$ cat src/rtl/typed_sync_fifo.sv
// Synchronous FIFO carrying an arbitrary payload type, registered outputs only.
// Occupancy count drives ready/valid so neither depends on the opposite port.
module typed_sync_fifo #(
    parameter type data_t = logic [8:0],
    parameter int DEPTH = 4,
    localparam int CNT_W = $clog2(DEPTH + 1)
) (
    input  logic             clk_i,
    input  logic             rst_i,
    input  logic             flush_i,
    input  logic             in_valid_i,
    output logic             in_ready_o,
    input  data_t            in_data_i,
    output logic             out_valid_o,
    input  logic             out_ready_i,
    output data_t            out_data_o,
    output logic [CNT_W-1:0] count_o,
    output logic             overflow_o
);

    localparam int AW = $clog2(DEPTH);

    data_t            mem_q [DEPTH];
    logic [AW-1:0]    wr_ptr_q, wr_ptr_d;
    logic [AW-1:0]    rd_ptr_q, rd_ptr_d;
    logic [CNT_W-1:0] count_q, count_d;
    logic             overflow_q, overflow_d;
    logic             push, pop;

    assign in_ready_o  = (count_q != CNT_W'(DEPTH));
    assign out_valid_o = (count_q != '0);
    assign out_data_o  = mem_q[rd_ptr_q];
    assign count_o     = count_q;
    assign overflow_o  = overflow_q;

    assign push = in_valid_i & in_ready_o;
    assign pop  = out_valid_o & out_ready_i;

    always_comb begin
        wr_ptr_d   = wr_ptr_q;
        rd_ptr_d   = rd_ptr_q;
        count_d    = count_q;
        overflow_d = overflow_q;
        if (flush_i) begin
            wr_ptr_d   = '0;
            rd_ptr_d   = '0;
            count_d    = '0;
            overflow_d = 1'b0;
        end else begin
            if (push) wr_ptr_d = wr_ptr_q + AW'(1);
            if (pop)  rd_ptr_d = rd_ptr_q + AW'(1);
            if (push && !pop) count_d = count_q + CNT_W'(1);
            if (!push && pop) count_d = count_q - CNT_W'(1);
            if (in_valid_i && !in_ready_o) overflow_d = 1'b1;
        end
    end

    always_ff @(posedge clk_i) begin
        if (rst_i) begin
            wr_ptr_q   <= '0;
            rd_ptr_q   <= '0;
            count_q    <= '0;
            overflow_q <= 1'b0;
        end else begin
            wr_ptr_q   <= wr_ptr_d;
            rd_ptr_q   <= rd_ptr_d;
            count_q    <= count_d;
            overflow_q <= overflow_d;
        end
    end

    // Storage is never reset; a flushed or reset cycle must not write.
    always_ff @(posedge clk_i) begin
        if (push && !flush_i && !rst_i) mem_q[wr_ptr_q] <= in_data_i;
    end

endmodule
$ cat config.mk
export PLATFORM = sky130hd
export DESIGN_NAME = typed_sync_fifo
export DESIGN_NICKNAME = d
export VERILOG_FILES = /design/src/rtl/typed_sync_fifo.sv
export SDC_FILE = /design/constraint.sdc
export NUM_CORES = 1
export LEC_CHECK = 0
export ABC_AREA = 0
export BUFFER_PORTS_ARGS = -buffer_cell sky130_fd_sc_hd__buf_4
export CORE_MARGIN = 4
export CORE_UTILIZATION = 40
export DETAILED_ROUTE_END_ITERATION = 7
export GPL_TIMING_DRIVEN = 0
export PLACE_DENSITY_LB_ADDON = 0.25
export RECOVER_POWER = 50
export SKIP_LAST_GASP = 1
export SLEW_MARGIN = 25
export SYNTH_ARGS = -nofsm -noshare
export SYNTH_HDL_FRONTEND = slang
export SYNTH_SLANG_ARGS = --single-unit
$ cat constraint.sdc
create_clock -name clk_i -period 6.5 [get_ports clk_i]
set_input_delay 1.3 -clock clk_i [delete_from_list [all_inputs] [get_ports clk_i]]
set_output_delay 1.3 -clock clk_i [all_outputs]
set_load 0.01 [all_outputs]
==> reports/qor.csv <==
stage,metric,value,unit
cells_and_area,regArea,1280,um2
timing,post-route-min-period,2920,ps
critical_path,worstPathRequired,5200,ps
critical_path,ff2ff_path_depth,10,
drt,drtIter0Drc,37,
power_and_ir_drop,power.clock.fraction,37.4,%
power_and_ir_drop,power.leakage,0.755,nW
cts,cts_made_buffers,5,
status,status,finished clean,
power_and_ir_drop,power_per_cell_area,260,nW/um2
synth,synth_fa_ha_area_share,4.54,%
cells_and_area,areaGrowthSynthToFinish,19.4,%
timing,tightest_slew,587,ps
cells_and_area,final_util,49.6,%
synth,ys_types,26,
placed_design,gp_congestion,0.721,
power_and_ir_drop,vdd_drop_max,0.0986,mV
timing,tns,0,ps
power_and_ir_drop,totalPowerFinal,565,uW
synth,avgSynthCellArea,17.7,um2
critical_path,crit_end,out_data_o[5],
critical_path,critPathMaxFanout,9,
grt,overflow,0,
critical_path,crit_type,reg -> out,
cells_and_area,fillers,387,
cells_and_area,multi_input_area,498,um2
synth,synth-main-ff-cell,edfxtp_1,
critical_path,end_kind,output port,
timing,rsz0062_at_grt,false,
synth,synthMuxAreaShare,11.1,%
synth,syn-num-nets,123,
timing,postLayoutSetupSlackWorst,3580,ps
synth,syn_inst,103,
critical_path,crit_cells,3,
drt,drt-wirelength-per-cell,15.9,um
timing,drv_slew,0,
synth,async_reset_ff_share,0,%
floorplanning,die_area,5690,um2
grt,grt_antenna_before_repair,0,
critical_path,r2r_start,count_o[2],
cts,cts_tree,done,
power_and_ir_drop,p_sw_share,20.3,%
cells_and_area,fin_nets,158,
critical_path,worst-path-buf-inv,2,
placed_design,portBuffers,28,
power_and_ir_drop,internal-power,451,uW
cts,cts.repair.resized,0,
synth,ys_top_cells_by_area,"edfxtp_1 59%, mux4_2 11%, dfxtp_1 11%",
synth,ys_ff_latch,46,
cells_and_area,diodes,0,
critical_path,crit_arrival,1620,ps
synth,synth_compound_area_share,3.78,%
cells_and_area,layout-drive-gt1-share,34.5,%
critical_path,startpoint_type,flop,
floorplanning,io_pins,29,
floorplanning,core,4380,um2
power_and_ir_drop,power.switching,115,uW
synth,ys_seq_area_share,70.4,%
floorplanning,initial_core_util,41.5,%
synth,synth_edf_count,36,
cts,ctsHtreeMaxLevel,2,
timing,setup_viol,0,
placed_design,pre_cts_slack,3460,ps
critical_path,critPathMaxStageDelay,460,ps
grt,grtUsageTotal,11.4,%
drt,wl,3.03,mm
cts,cts_setup_buffers,0,
drt,vias,983,
cts,clock_path_buffers,2,
timing,hold_slack,510,ps
power_and_ir_drop,seq_power_share,57.0,%
cells_and_area,instances_no_fill,191,
synth,synth.largest_area_cell,edfxtp_1,
cts,cts.sinks,46,
timing,fmax,343,MHz
critical_path,path_cells,buf_1 > mux4_2 > buf_4,
drt,drc_errors,0,
synth,synth_top_area_share,59.4,%
synth,synth_top_family_by_area,multiplexers,
critical_path,r2r-end,count_o[2],
critical_path,worst_path_max_delay_cell,buf_1,
floorplanning,die_h,75.5,um
grt,grt_max_degree,16,
cts,insertion_delay,300,ps
floorplanning,fp.dieW,75.5,um
timing,finClkSkew,7.10,ps
placed_design,placed_cells,183,
critical_path,crit_family,buffers and inverters,
run,cap_violations,0,
synth,synth_common_cells,"36 x edfxtp_1, 10 x dfxtp_1, 9 x mux4_2",
timing,hold_violations,0,
timing,max_slew_margin,60.8,%
grt,grt_pass1_wl,4.49,mm
drt,firstDrtPassIters,4,
placed_design,hpwl,2.05,mm
power_and_ir_drop,power_frac_comb,5.6,%
synth,synthXorXnorAreaFrac,1.92,%
synth,syn_area,1820,um2
grt,grt_pass1_vias,957,
timing,period_share,44.9,%
critical_path,ff2ff_setup_slack,3930,ps
cts,cts.clk_slew.worst_paths,90,ps
synth,yosysMostFrequentCell,edfxtp_1,
floorplanning,row_count,24,
cells_and_area,final_area,2170,um2
cts,cts_hold_buf,0,
cts,cts-root-buf,clkbuf_8,
drt,antenna_left,0,
synth,yosys.area_share.simple,6.05,%
synth,yosys_warnings,0,
worst_hold_path,hold_path.class,reg -> reg,
placed_design,place_area,2100,um2
drt,viasPerCell,5.15,
## worst min path at each step
stage                            from         end  slack, ps  cells past startpoint
after detailed placement   overflow_o  overflow_o        470                      2
after global routing       overflow_o  overflow_o        540                      2
after CTS                  overflow_o  overflow_o        510                      2
after global placement     overflow_o  overflow_o        470                      2
after floorplan           rd_ptr_q[1]        flop        480                      2
final                      overflow_o  overflow_o        510                      2
## power by group through the flow
stage	Sequential [mW]	Clock, mW	Combinational (mW)
final	0.322	0.211	0.0316
after global routing	0.323	0.226	0.0352
after CTS	0.323	0.215	0.0346
after detailed placement	0.329	0	0.0346
after global placement	0.329	0	0.0335
after floorplan	0.329	0	0.0169
## tightest hold or removal path, delay by kind of cell, from the launching register on
family          cells  cell delay (ps)
compound gates      1               50
flops               1              350
simple gates        1               80
## layout by cell type (no fill, tap or decap), types with 2 or more instances in the layout
| cell | count |
|---|---|
| a21oi_1 | 3 |
| and3_2 | 3 |
| buf_2 | 2 |
| buf_4 | 18 |
| clkbuf_1 | 10 |
| clkbuf_8 | 5 |
| dfxtp_1 | 10 |
| edfxtp_1 | 36 |
| ha_1 | 5 |
| inv_1 | 6 |
| mux4_2 | 9 |
| nor2_1 | 8 |
| or3_2 | 2 |
| xor2_1 | 3 |
## cells by family after synthesis
| logic type | count (synthesis) |
|---|---|
| AO/OA/AOI/OAI | 9 |
| XOR/XNOR | 4 |
| adder cells (fa/ha/maj) | 6 |
| buffers and inverters | 10 |
| flip-flops | 46 |
| multiplexers | 9 |
| AND/OR/NAND/NOR | 19 |
## final cells by class
type | instances | area share, %
Sequential cell | 46 | 59.0
Inverter | 6 | 1.04
Tap cell | 52 | 2.99
Buffer | 4 | 0.806
Clock buffer | 5 | 3.17
Timing Repair Buffer | 28 | 8.12
Clock inverter | 3 | 2.01
Multi-Input combinational cell | 47 | 22.9
## routing by layer
layer / GRT usage [%] / share of wire, % / routed length, um / vias up
li1: - / - / - / 463
met1: 12.7 / 39 / 1170 / 488
met2: 19.7 / 52 / 1560 / 27
met3: 4.88 / 8.3 / 252 / 5
met4: 3.50 / 1.5 / 44 / 0
met5: 0 / 0 / 0 / -
## flip-flops by register name (all words and copies together) (netlist names), named ones only
signal and cells:
mem_q 36, wr_ptr_q 2, overflow_o 1, count_o 3
rd_ptr_q 2
Note: power is estimated with default switching activity, not from simulation.
